$ cat config.mk
export PLATFORM = sky130hd
export DESIGN_NAME = bus_device_flat
export DESIGN_NICKNAME = d
export VERILOG_FILES = /design/src/rtl/bus_device_if.sv /design/src/rtl/bus_device.sv /design/src/flat_wrapper.sv
export SDC_FILE = /design/constraint.sdc
export NUM_CORES = 1
export LEC_CHECK = 0
export ABC_AREA = 1
export BUFFER_PORTS_ARGS = -buffer_cell sky130_fd_sc_hd__buf_2
export CAP_MARGIN = 30
export CORE_MARGIN = 10
export CORE_UTILIZATION = 40
export DETAILED_ROUTE_END_ITERATION = 6
export MAX_ROUTING_LAYER = met4
export PLACE_DENSITY = 0.64
export SETUP_SLACK_MARGIN = 0.3
export SLEW_MARGIN = 5
export SYNTH_ARGS = -nofsm -noshare
export SYNTH_HDL_FRONTEND = slang
export SYNTH_SLANG_ARGS = --single-unit
$ cat constraint.sdc
create_clock -name clk -period 1.7 [get_ports clk]
set_input_delay 0 -clock clk [delete_from_list [all_inputs] [get_ports clk]]
set_output_delay 0 -clock clk [all_outputs]
set_load 0.01 [all_outputs]
$ cat src/rtl/bus_device_if.sv
// Bus interface for bus_device: read/write strobe, address, write data,
// registered read data and the sticky error flag.
// Ports: master drives r_wn/addr/wdata; slave drives rdata/err.
interface bus_device_if #(
  parameter int ADDR_WIDTH = 8,
  parameter int DATA_WIDTH = 8
);
  logic                  r_wn;   // 1 = read or idle, 0 = write
  logic [ADDR_WIDTH-1:0] addr;
  logic [DATA_WIDTH-1:0] wdata;
  logic [DATA_WIDTH-1:0] rdata;
  logic                  err;

  modport master (
    output r_wn, addr, wdata,
    input  rdata, err
  );

  modport slave (
    input  r_wn, addr, wdata,
    output rdata, err
  );
endinterface

$ cat src/rtl/bus_device.sv
// Two-window register file on a simple strobe bus; out-of-range writes set a sticky error.
// Latency: write commits on the first low cycle of r_wn; read data is registered, 1 cycle.
// Backpressure: none; one write per low pulse of r_wn, rdata holds while r_wn is low.
// Ports: clk, rst (sync, active-high), bus (bus_device_if.slave),
//        wr_count/oor_count (16-bit saturating) only when BUS_DEVICE_STATS_EN is defined.
module bus_device #(
  parameter int ADDR_WIDTH = 8,
  parameter int DATA_WIDTH = 8,
  parameter int RANGE0_LO  = 0,
  parameter int RANGE0_HI  = 16,
  parameter int RANGE1_LO  = 32,
  parameter int RANGE1_HI  = 48
) (
  input  logic         clk,
  input  logic         rst,
  bus_device_if.slave  bus
`ifdef BUS_DEVICE_STATS_EN
  ,
  output logic [15:0]  wr_count,
  output logic [15:0]  oor_count
`endif
);

  localparam int W0    = RANGE0_HI - RANGE0_LO;
  localparam int W1    = RANGE1_HI - RANGE1_LO;
  localparam int DEPTH = W0 + W1;
  localparam int IDX_W = (DEPTH > 1) ? $clog2(DEPTH) : 1;

  typedef enum logic {
    IDLE,
    WR_HOLD
  } state_t;

  state_t                state_q, state_d;
  logic                  commit;
  logic [DATA_WIDTH-1:0] mem [DEPTH];
  logic [DATA_WIDTH-1:0] rdata_q;
  logic                  err_q;

  // Window decode on the zero-extended address. Subtracting the lower bound and
  // comparing unsigned against the window size covers both bounds at once
  // (addresses below the window wrap to large values), so nothing aliases.
  logic [31:0]      addr_ext;
  logic [31:0]      off0, off1;
  logic             in_win0, in_win1, in_range;
  logic [IDX_W-1:0] idx;

  assign addr_ext = 32'(bus.addr);
  assign off0     = addr_ext - 32'(RANGE0_LO);
  assign off1     = addr_ext - 32'(RANGE1_LO);
  assign in_win0  = off0 < 32'(W0);
  assign in_win1  = off1 < 32'(W1);
  assign in_range = in_win0 | in_win1;
  // Window 1 words sit directly after window 0 in storage.
  assign idx      = in_win0 ? IDX_W'(off0) : IDX_W'(32'(W0) + off1);

  // Write FSM: a commit happens only on the IDLE -> WR_HOLD step, so a long
  // low pulse on r_wn still produces exactly one write.
  always_comb begin
    state_d = state_q;
    commit  = 1'b0;
    case (state_q)
      IDLE: begin
        if (!bus.r_wn) begin
          state_d = WR_HOLD;
          commit  = 1'b1;
        end
      end
      WR_HOLD: begin
        if (bus.r_wn) state_d = IDLE;
      end
      default: state_d = IDLE;
    endcase
  end

  always_ff @(posedge clk) begin
    if (rst) begin
      state_q <= IDLE;
      rdata_q <= '0;
      err_q   <= 1'b0;
      for (int i = 0; i < DEPTH; i++) mem[i] <= '0;
    end else begin
      state_q <= state_d;
      if (commit) begin
        if (in_range) mem[idx] <= bus.wdata;
        else          err_q    <= 1'b1;
      end
      // Reads see storage as of this edge, so a read the cycle after a
      // commit returns the new word.
      if (bus.r_wn) rdata_q <= in_range ? mem[idx] : '0;
    end
  end

  assign bus.rdata = rdata_q;
  assign bus.err   = err_q;

`ifdef BUS_DEVICE_STATS_EN
  always_ff @(posedge clk) begin
    if (rst) begin
      wr_count  <= '0;
      oor_count <= '0;
    end else if (commit) begin
      if (in_range) begin
        if (wr_count != 16'hFFFF) wr_count <= wr_count + 16'd1;
      end else begin
        if (oor_count != 16'hFFFF) oor_count <= oor_count + 16'd1;
      end
    end
  end
`endif

endmodule

$ cat src/flat_wrapper.sv
// flat-port wrapper written by rule: the top's interface ports become plain ports
module bus_device_flat 
#(
  parameter int ADDR_WIDTH = 8,
  parameter int DATA_WIDTH = 8,
  parameter int RANGE0_LO  = 0,
  parameter int RANGE0_HI  = 16,
  parameter int RANGE1_LO  = 32,
  parameter int RANGE1_HI  = 48
)
  (clk, rst, bus_r_wn, bus_addr, bus_wdata, bus_rdata, bus_err);
  bus_device_if #(.ADDR_WIDTH(ADDR_WIDTH), .DATA_WIDTH(DATA_WIDTH)) bus_i ();
  input  logic clk;
  input  logic rst;
  input wire logic [$bits(bus_i.r_wn)-1:0] bus_r_wn;
  input wire logic [$bits(bus_i.addr)-1:0] bus_addr;
  input wire logic [$bits(bus_i.wdata)-1:0] bus_wdata;
  output wire logic [$bits(bus_i.rdata)-1:0] bus_rdata;
  output wire logic [$bits(bus_i.err)-1:0] bus_err;
  assign bus_i.r_wn = bus_r_wn;
  assign bus_i.addr = bus_addr;
  assign bus_i.wdata = bus_wdata;
  assign bus_rdata = bus_i.rdata;
  assign bus_err = bus_i.err;
  bus_device #(.ADDR_WIDTH(ADDR_WIDTH), .DATA_WIDTH(DATA_WIDTH), .RANGE0_LO(RANGE0_LO), .RANGE0_HI(RANGE0_HI), .RANGE1_LO(RANGE1_LO), .RANGE1_HI(RANGE1_HI)) u_core (.clk(clk), .rst(rst), .bus(bus_i));
endmodule
## Yosys cells after proc, flatten, opt, wreduce, memory -nomap -nowiden

Memories as Yosys holds them, arrays and structs flattened.
Index checks and enable logic that the tools add are counted.
W data, S select, Z words.

- Register bits after elaboration: 10
- Bits in writable memories: 256
- Word-level logic and storage cells: 25
- Memories kept: 1

Memories:

| name | words | width | read ports | clocked after Yosys merged registers in | write ports | line | source |
|---|---|---|---|---|---|---|---|
| u_core.mem | 32 | 8 | 1 | 0 | 32 | bus_device.sv:36 | `logic [DATA_WIDTH-1:0] mem [DEPTH];` |

- Bitwise logic cells: 2
- Muxes and demuxes: 13
- $lt $le $gt $ge: 2
- Add/subtract/negate cells: 2
- Reduce and logical (&&, ||, !) cells: 2

Operators with widths:

| cell | number |
|---|---|
| $lt A32 B5 Y1 const B | 1 |
| $mux W8 | 2 |
| $mux W5 | 2 |
| $mux W1 | 9 |
| $sub A8 B6 Y9 const B | 1 |
| $lt A8 B5 Y1 const B | 1 |
| $reduce_or A8 Y1 | 1 |
| $add A5 B5 Y5 const A | 1 |
| $reduce_and A2 Y1 | 1 |
| $not A1 Y1 | 1 |
| $or A1 B1 Y1 | 1 |

## Longest topological paths before layout

Gate-level depths: netlist (run 1).

- Depth in word-level cells: 9
- Mapped depth: 12

## Worst setup path after synthesis (run 1)

No wires, ideal clock.

- Path kind: input to register
- From: input bus_addr[5]
- To: memory u_core.mem[12][0] (enable)
- Arrival: 1382 ps
- Setup slack: -11 ps
- Buffers on the path: 0
- Stages: 9
- Cells stage by stage: inv_1 > ha_1 > xnor2_1 > nand4_1 > nand2_2 > nand3_4 > nor2_8 > nand2_4 > nand2_1

RTL lines:

| element | line | source |
|---|---|---|
| from (decl) | flat_wrapper.sv:16 | `input wire logic [$bits(bus_i.addr)-1:0] bus_addr;` |
| to (decl) | bus_device.sv:36 |  |

==> metrics.md, run 1 <==
| Metric | Value |
|---|---|
| Status | complete, no violations |
| Clk Latency, worst-skew pair | between 0.5 and 0.6 ns |
| Number of max-cap violations | 0 |
| DR vias/cell | slightly above 5 |
| Seq cells post-synth | 266 |
| Root buf cell | clkbuf_16 |
| DRC viols | 0 |
| Final hold violation count | 0 |
| 1st-pass router iterations | 5 |
| Synth cell types | 23 |
| Avg Synthesized Cell Area | between 9 and 10 um^2 |
| Finished Core Util | 51.8% |
| Post-Synthesis Cells | ~1300 |
| Kind of critical path | flop to flop |
| Leakage | between 7 and 8 nW |
| Ant. Diodes | 0 |
| Synthesis Warnings | 0 |
| Fmax | roughly 700 MHz |
| Post-route ant nets | 0 |
| Initial core utilization | between 40% and 50% |
| Share of cells above drive strength 1 | 28.1% |
| Drt initial violations | slightly above 900 |
| Setup bufs post-CTS | 0 |
| GRT Residual Overflow | 0 |
| Core Region | ~31000 um^2 |
| Routability cong. | 0.909 |
| Chip width | around 200 um |
| CP Capture Type | flop |
| CP Max Fanout | 8 |
| H-tree levels | 1 |
| Critical path's most frequent cell | nand2_4 |
| Max_slew headroom | a little over half |
| Worst Path Required | 1.95 ns |
| FF+latch area | ~8000 um^2 |
| Mapped Area | about 12000 um^2 |
| Number of global-route vias before repair | between 9000 and 10000 |
| Fill count | 2764 |
| Pwr per Cell Area | 946 nW/um^2 |
| Cts bufs inserted | 28 |
| HP Class | primary input to flop |
| Post-synthesis sequential area ratio | 63.3% |
| Critical path's slowest cell | dfxtp_1 |
| Core Rows | 64 |
| Die Y | between 150 and 200 um |
| Family with the most delay on the worst path | simple AND/OR/NAND/NOR gates |
| Clock transition at path regs | about 0.060 ns |
| Setup TNS Final | 0 ns |
| Layout net count | approximately 1500 |
| Max clock buf depth | 3 |
| Area growth from synthesis to layout | 27.6% |
| Initial antenna violation count | 0 |
| Clk sink count | approximately 270 |
| Total number of vias | approximately 9500 |
| Final Setup Violations | 0 |
| All-Layer GR Usage | 18.2% |
| Clock Skew | just under 0.009 ns |
| Post-DP HPWL | 22800 um |
| Critical Path AT | between 1.5 and 2 ns |
| Routed WL per cell | 18.9 um |
| Final cycle utilization of the critical path | between 80% and 90% |
| Port Buffers | 27 |
| Type of origin of the critical path | flop |
| CP Buf/Inv Count | 2 |
| Area of the multi-input gates | 4810 um^2 |
| Final wirelength | ~35000 um |
| Crit path cell chain | inv_2, nand3_4, nor2_8, buf_12, nand2_4, nand2_4 |
| Worst slew pin tran | 0.704 ns |
| Final Max Tran Viols | 0 |
| Post-Syn Nets | between 1000 and 1500 |
| Die area | around 39000 um^2 |
| Max IR drop VDD | approximately 0.00073 V |
| IO Pins | 28 |
| Slowest cell delay on critical path | approximately 0.31 ns |
| Unrepaired setup endpoints after global routing | yes |
| CTS tree | done |
| Crit path time final | around 1.4 ns |
| First-pass GRT wire length | roughly 53000 um |
| Largest net degree at the start of global routing | 34 |
## metrics by stage
stage	std cells	area (um^2)	power [mW]	hold WS [ns]	worst slack, ns
global route	1853	15900	15.5	0.0396	0.209
finish	1853	15900	15.0	0.0306	0.268
CTS	1853	15100	15.0	0.00298	0.288
global placement	1795	14000	8.74	0.417	-0.127
detailed placement	1795	14000	8.75	0.417	-0.134
floorplan	1348	12700	8.23	0.251	0.107
## per-layer routing
metal	up-vias	global-route usage, %	part of all wire, %
met2	342	29.4	48
met3	77	2.49	7.3
met4	0	6.45	3.2
met1	4572	23.2	41
met5	-	-	0
li1	4476	-	-
## worst min-delay path, cell delays in order
cell	delay, ns
buf_2	0.07
inv_1	0.05
buf_12	0.21
nor2_4	0.12
## cell families (layout without fill, tap and decap cells)
group | Yosys count | count (layout) | synth area share (%)
compound gates | 32 | 32 | 1.57
xor+xnor | 1 | 1 | 0.0703
fa+ha+maj | 1 | 1 | 0.100
buf+inv | 163 | 272 | 5.12
flops | 266 | 266 | 63.3
simple gates | 885 | 885 | 29.8
## synth_stat cells (all sizes together)
cell / n / share of area (%)
nor2: 483 / 15
nand2: 357 / 13
edfxtp: 256 / 62
inv: 100 / 3.0
nand3: 40 / 1.7
clkbuf: 39 / 1.2
buf: 24 / 0.93
o22ai: 16 / 0.80
o21ai: 13 / 0.52
dfxtp: 10 / 1.6
nand4: 5 / 0.25
a21oi: 2 / 0.14
a211oi: 1 / 0.10
ha: 1 / 0.10
xnor2: 1 / 0.070
## final timing paths
kind	start	to	slack, ns	cells after the start
min	bus_wdata[5]	u_core.mem[20][5]$_SDFFCE_PN0P_	0.03	4
min reg2reg	u_core.bus.rdata[2]$_SDFFE_PP0P_	u_core.bus.rdata[2]$_SDFFE_PP0P_	0.45	2
max	u_core.state_q$_SDFF_PP0_	u_core.mem[20][1]$_SDFFCE_PN0P_	0.27	6
max reg2reg	u_core.state_q$_SDFF_PP0_	u_core.mem[20][1]$_SDFFCE_PN0P_	0.27	6
## final cells by class
| class | instances | area share (%) |
|---|---|---|
| clock buffer | 36 | 4.86 |
| clock inverter | 15 | 1.12 |
| inverter | 100 | 2.48 |
| multi-input combinational | 919 | 30.3 |
| sequential | 266 | 49.6 |
| tap | 396 | 3.12 |
| timing repair buffer | 121 | 8.54 |
## flip-flops by register name (all words and copies together) (netlist names)
name              cells
u_core.bus.rdata      8
u_core.bus.err        1
u_core.mem          256
u_core.state_q        1
## report_power, final
group / internal, mW / total, mW / switching (mW)
registers: 7.32 / 7.37 / 0.0531
logic: 0.380 / 1.33 / 0.954
clock network: 3.79 / 6.32 / 2.53
## cells in the final DEF, fill, tap and decap left out, drive strengths merged
| cell type | count |
|---|---|
| a211oi | 1 |
| a21oi | 2 |
| buf | 114 |
| bufinv | 4 |
| clkbuf | 36 |
| clkinv | 10 |
| clkinvlp | 2 |
| dfxtp | 10 |
| dlygate4sd3 | 7 |
| edfxtp | 256 |
| ha | 1 |
| inv | 99 |
| nand2 | 357 |
| nand3 | 40 |
| nand4 | 5 |
| nor2 | 483 |
| o21ai | 13 |
| o22ai | 16 |
| xnor2 | 1 |
## what timing repair did
item	in CTS	in global routing
setup endpoints to repair	512	511
hold endpoints to repair	35	0
gates resized for setup	7	249
pin swaps	5	2
hold buffers	7	0
(Power assumes the default switching activity.)
==> run 2, diff against run 1 <==
==> constraint.sdc (replaced) <==
create_clock -name clk -period 1.3 [get_ports clk]
set_input_delay 0 -clock clk [delete_from_list [all_inputs] [get_ports clk]]
set_output_delay 0 -clock clk [all_outputs]
set_load 0.01 [all_outputs]
==> metrics.md, run 2 (synthesis results as in run 1) <==
| Metric | Value |
|---|---|
| Finished Cell Area | 16200 um^2 (+2.0%) |
| Final Setup Violations | 512 (+512) |
| Number of global-route vias before repair | 9445 (+0.79%) |
| Layout net count | 1474 (+1.2%) |
| H-tree levels | 1 (unchanged) |
| GRT Residual Overflow | 0 (unchanged) |
| Leakage | 7.13 nW (+0.29%) |
| Post-DP HPWL | 22900 um (+0.30%) |
| Fill count | 2657 (-3.9%) |
| Clk Latency, worst-skew pair | 0.55 ns (about the same) |
| Family with the most delay on the worst path | simple AND/OR/NAND/NOR gates |
| Number of max-cap violations | 0 (unchanged) |
| FF+latch area | 7900 um^2 (+0.14%) |
| Routed WL per cell | 18.7 um (-1.4%) |
| CP Capture Type | flop |
| CTS tree | done |
| Initial core utilization | 40.6% (unchanged) |
| Failing checks | setup timing |
| Share of cells above drive strength 1 | 25.9% (-2.2 points) |
| Final Max Tran Viols | 0 (unchanged) |
| Area growth from synthesis to layout | 30.1% |
| Hold Slack | 0.0379 ns (+0.00722 ns) |
| Finished Core Util | 52.8% (+1.0 points) |
| Placed cell area | 14200 um^2 (+1.0%) |
| IO Pins | 28 (unchanged) |
| Max clock buf depth | 3 (unchanged) |
| Ant. Diodes | 0 (unchanged) |
| DRC viols | 0 (unchanged) |
| Largest net degree at the start of global routing | 33 (-2.9%) |
| All-Layer GR Usage | 18.5% (+0.28 points) |
| Total number of vias | 9540 (+0.77%) |
| Most common cell after layout, fill and taps aside | nor2_1 |
| Post-route ant nets | 0 (unchanged) |
| Final hold violation count | 0 (unchanged) |
| Crit path time final | 1.45 ns (+0.0221 ns) |
| Critical path's slowest cell | dfxtp_1 |
| Core Region | 30700 um^2 (unchanged) |
| Setup TNS Final | -61.28 ns (-61.28 ns) |
| Largest Register | u_core.mem |
| Area of the multi-input gates | 4950 um^2 (+3.0%) |
| Routability cong. | 0.922 (+1.4%) |
| Commonest cells after routing, fill and taps aside | 382 x nor2_1, 278 x nand2_1, 256 x edfxtp_1 |
| Kind of critical path | flop to flop |
| Worst slew pin tran | 0.599 ns (-0.106 ns) |
| Worst Path Required | 1.56 ns (-0.39 ns) |
| Unrepaired setup endpoints after global routing | yes |
| Port Buffers | 27 (unchanged) |
| Max IR drop VDD | 0.00109 V (+49%) |
| Cts bufs inserted | 28 (unchanged) |
| Root buf cell | clkbuf_16 |
| Slowest cell delay on critical path | 0.30 ns (about the same) |
| Final cycle utilization of the critical path | 112% (+28 points) |
| 1st-pass router iterations | 5 (unchanged) |
| Initial antenna violation count | 0 (unchanged) |
| CP Max Fanout | 8 (unchanged) |
| Clk sink count | 266 (unchanged) |
| Die Y | 196 um (unchanged) |
| Critical Path AT | 1.71 ns (+0.03 ns) |
| Pwr per Cell Area | 1200 nW/um^2 (+27%) |
| Final wirelength | 34900 um (-0.50%) |
| Crit path cell chain | inv_2, nand3_4, nor2_8, buf_12, nand2_4, nand2_8 |
| Drt initial violations | 841 (-9.6%) |
| Clock Skew | 0.0124 ns (+0.00365 ns) |
| HP Class | primary input to flop |
| Status | finished, violations left |
| Clock transition at path regs | 0.06 ns (about the same) |
| Max reg flops | 256 (unchanged) |
| CP Buf/Inv Count | 2 (unchanged) |
| First-pass GRT wire length | 54000 um (+1.5%) |
| DR vias/cell | 5.10 (-0.15%) |
| Core Rows | 64 (unchanged) |
| Fmax | 688 MHz (-1.5%) |
| Die area | 38600 um^2 (unchanged) |
| Chip width | 196 um (unchanged) |
| Setup WS post-layout | -0.154 ns (-0.422 ns) |
| Max_slew headroom | 59.9% (+6.9 points) |
| Type of origin of the critical path | flop |
[run 2: final timing paths]
| path | slack [ns] | start | endpoint | cells after the start |
|---|---|---|---|---|
| max | -0.15 | u_core.state_q$_SDFF_PP0_ | u_core.mem[4][3]$_SDFFCE_PN0P_ | 6 |
| min | 0.04 | bus_wdata[4] | u_core.mem[10][4]$_SDFFCE_PN0P_ | 4 |
| max reg2reg | -0.15 | u_core.state_q$_SDFF_PP0_ | u_core.mem[4][3]$_SDFFCE_PN0P_ | 6 |
| min reg2reg | 0.45 | u_core.bus.rdata[3]$_SDFFE_PP0P_ | u_core.bus.rdata[3]$_SDFFE_PP0P_ | 2 |
[run 2: layout make-up]
type                            count  share of cell area (%)
Sequential cell                   266                    48.7
Multi-Input combinational cell    919                    30.6
Timing Repair Buffer              139                    9.67
Clock buffer                       38                    4.69
Tap cell                          396                    3.06
Inverter                          100                    2.43
Clock inverter                     12                   0.842
[run 2: repair_timing]
item                                    4_1_cts  5_1_grt
hold endpoints to repair                     88        0
setup buffers                                 1        0
gates resized for setup                     134      109
hold buffers                                 10        0
endpoints found under the setup margin      529      528
pin swaps                                    39        4
[run 2: where the power goes]
| group | internal (mW) | total [mW] | switching [mW] | leakage [nW] |
|---|---|---|---|---|
| sequential | 9.58 | 9.65 | 0.0703 | 2.83 |
| clock | 4.66 | 7.88 | 3.22 | 0.431 |
| combinational | 0.593 | 1.89 | 1.29 | 3.87 |
[run 2: metal layers]
metal | track usage (%) | wire, um
met1 | 24.0 | 14400
met2 | 29.9 | 16700
met3 | 2.46 | 2910
met4 | 5.35 | 883
met5 | - | 0
[run 2: stage by stage]
stage,cells,power [mW],worst slack (ns)
after floorplan,1348,10.8,-0.293
after global placement,1809,11.5,-0.545
after detailed placement,1809,11.5,-0.531
after CTS,1870,19.4,-0.126
after global routing,1870,20.0,-0.210
final,1870,19.4,-0.154
[run 2: worst min-delay path, cell delays in order]
cell and delay (ns):
buf_2 0.08, inv_1 0.05, buf_12 0.20, nor2_2 0.13
==> run 3, diff against run 2 <==
--- a/config.mk
+++ b/config.mk
@@ -9,10 +9,10 @@
 export BUFFER_PORTS_ARGS = -buffer_cell sky130_fd_sc_hd__buf_2
 export CAP_MARGIN = 30
 export CORE_MARGIN = 10
-export CORE_UTILIZATION = 40
+export CORE_UTILIZATION = 35
 export DETAILED_ROUTE_END_ITERATION = 6
 export MAX_ROUTING_LAYER = met4
-export PLACE_DENSITY = 0.64
+export PLACE_DENSITY = 0.58
 export SETUP_SLACK_MARGIN = 0.3
 export SLEW_MARGIN = 5
 export SYNTH_ARGS = -nofsm -noshare
==> metrics.md, run 3 (synthesis results as in run 1) <==
| Metric | Value |
|---|---|
| Hold Slack | 0.0394 ns (+0.00155 ns) |
| Pwr per Cell Area | 1160 nW/um^2 (-2.8%) |
| Final wirelength | 35500 um (+1.8%) |
| Most common cell after layout, fill and taps aside | nor2_1 |
| Total Power | 19.7 mW (+1.6%) |
| Area of the multi-input gates | 5400 um^2 (+9.0%) |
| Fmax | 726 MHz (+5.6%) |
| Final Max Tran Viols | 0 (unchanged) |
| H-tree levels | 1 (unchanged) |
| Max IR drop VDD | 0.00112 V (+2.8%) |
| Met1 usage | 21.2% (-2.8 points) |
| Setup WS post-layout | -0.0769 ns (+0.0773 ns) |
| Pre-CTS setup slack | -0.580 ns (-0.0492 ns) |
| Critical path's slowest cell | dfxtp_1 |
| Unrepaired setup endpoints after global routing | yes |
| Final hold violation count | 0 (unchanged) |
| Placed cells | 1889 (+4.4%) |
| Core Rows | 69 (+7.8%) |
| Clk sink count | 266 (unchanged) |
| Share of cells above drive strength 1 | 32.7% (+6.8 points) |
| Most used routing layer | met2 |
| CP Max Fanout | 8 (unchanged) |
| HP Class | primary input to flop |
| Worst slew pin tran | 0.521 ns (-0.0772 ns) |
| Comb power frac | 10.0% (+0.3 points) |
| Die area | 43500 um^2 (+13%) |
| CP Capture Type | flop |
| Initial antenna violation count | 1 (+1) |
| Crit path cell chain | inv_2, nand3_4, buf_12, nor2_8, buf_12, nand2_8, nand2_8 |
| Clock Skew | 0.0225 ns (+0.0101 ns) |
| Core Region | 35300 um^2 (+15%) |
| Type of origin of the critical path | flop |
| Kind of critical path | flop to flop |
| Met2 Use GR | 26.6% (-3.3 points) |
| First-pass GRT wire length | 54300 um (+0.51%) |
| Critical Path AT | 1.63 ns (-0.08 ns) |
| Root buf cell | clkbuf_16 |
| Die Y | 209 um (+6.2%) |
| DR vias/cell | 4.82 (-5.5%) |
| Clock transition at path regs | 0.06 ns (about the same) |
| FF+latch area | 7900 um^2 (about the same) |
| Clk Latency, worst-skew pair | 0.56 ns (about the same) |
| Max reg flops | 256 (unchanged) |
| Final cycle utilization of the critical path | 106% (-5.9 points) |
| Initial core utilization | 35.3% (-5.3 points) |
| Int Power | 14.9 mW (+0.61%) |
| Port Buffers | 27 (unchanged) |
| Final Setup Violations | 485 (-5.3%) |
| Drt initial violations | 865 (+2.9%) |
| Post-route ant nets | 0 (unchanged) |
| Fill count | 3176 (+20%) |
| Area growth from synthesis to layout | 36.0% |
| IO Pins | 28 (unchanged) |
| Chip width | 209 um (+6.2%) |
| Commonest cells after routing, fill and taps aside | 306 x nor2_1, 275 x nand2_1, 256 x edfxtp_1 |
| 1st-pass router iterations | 5 (unchanged) |
| CTS tree | done |
| DRC viols | 0 (unchanged) |
| Max clock buf depth | 3 (unchanged) |
| Routed WL per cell | 18.2 um (-2.7%) |
| Largest Register | u_core.mem |
| Sw Ratio | 24.3% (+0.73 points) |
| Crit path time final | 1.38 ns (-0.0773 ns) |
| Routability cong. | 0.865 (-6.2%) |
| P_sw | 4.80 mW (+4.7%) |
| GRT Residual Overflow | 0 (unchanged) |
| All-Layer GR Usage | 16.4% (-2.1 points) |
| Layout net count | 1491 (+1.2%) |
| Finished Core Util | 48.0% (-4.9 points) |
| Slowest cell delay on critical path | 0.31 ns (about the same) |
| Leakage | 7.06 nW (-1.1%) |
| Number of max-cap violations | 0 (unchanged) |
| Met3 Usage GRT | 2.09% (-0.37 points) |
| Post-DP HPWL | 23400 um (+2.5%) |
| Finished Layout Cells | 1955 (+4.5%) |
| Number of global-route vias before repair | 9411 (-0.36%) |
| Total number of vias | 9430 (-1.2%) |
| Failing checks | setup timing |
| Cts bufs inserted | 28 (unchanged) |
| Max_slew headroom | 65.1% (+5.2 points) |
| Clock power share | 41.1% (+0.5 points) |
| Worst Path Required | 1.55 ns (about the same) |
| Status | finished, violations left |
| Reg power frac | 48.9% (-0.8 points) |
| Largest net degree at the start of global routing | 33 (unchanged) |
## run 3: cell types whose count changed in the layout (fill, tap and decap cells not counted), moves of 6 or more
cell      delta
buf_2        +7
buf_4       +16
buf_6       -26
buf_8       +18
clkbuf_1     -7
clkinv_2     +6
dfxtp_1      +7
dfxtp_2      -9
nand2_4     -18
nand2_8     +18
nor2_1      -76
nor2_2      +67
nor2_4       +9
## run 3: power groups by stage
stage | registers [mW] | clock network (mW) | logic [mW]
CTS | 9.64 | 8.21 | 1.87
floorplan | 9.80 | 0 | 0.956
global route | 9.66 | 8.57 | 2.12
detailed placement | 9.82 | 0 | 1.71
global placement | 9.82 | 0 | 1.69
finish | 9.64 | 8.11 | 1.96
## run 3: metal layers
layer / part of all wire [%] / wire length (um)
met1: 43 / 15300
met5: 0 / 0
met2: 49 / 17200
met3: 5.7 / 2040
met4: 2.6 / 940
## run 3: area by class of cell
class                      count  area share, %
tap                          461           3.41
antenna                        1         0.0148
timing repair buffer         156           10.2
inverter                     100           2.33
multi-input combinational    919           31.9
clock buffer                  33           4.42
sequential                   266           46.6
clock inverter                19           1.13
## run 3: through the flow
stage	cell area (um^2)	TNS [ns]
2_1_floorplan	12700	-91.79
3_3_place_gp	14400	-266.91
3_5_place_dp	14400	-277.55
4_1_cts	16100	-9.80
5_1_grt	16900	-49.38
6_report	16900	-19.00
## run 3: repair_timing
| item | 4_1_cts | 5_1_grt |
|---|---|---|
| setup buffers | 2 | 0 |
| hold buffers | 11 | 0 |
| endpoints found under the hold margin | 143 | 0 |
| gates resized for setup | 140 | 223 |
| endpoints found under the setup margin | 529 | 530 |
| pin swaps | 52 | 18 |
## run 3: critical path, delay by kind of cell, from the launching register on
kind / cells / cell delay, ns
buffers and inverters: 3 / 0.41
DFF: 1 / 0.31
and+or+nand+nor: 4 / 0.36
## run 3: path summary, 6_finish.rpt
path / start / to / slack [ns] / cells past startpoint
max: u_core.state_q$_SDFF_PP0_ / u_core.mem[8][4]$_SDFFCE_PN0P_ / -0.08 / 7
min reg2reg: u_core.bus.rdata[6]$_SDFFE_PP0P_ / u_core.bus.rdata[6]$_SDFFE_PP0P_ / 0.45 / 2
max reg2reg: u_core.state_q$_SDFF_PP0_ / u_core.mem[8][4]$_SDFFCE_PN0P_ / -0.08 / 7
min: bus_r_wn / u_core.bus.rdata[6]$_SDFFE_PP0P_ / 0.04 / 8
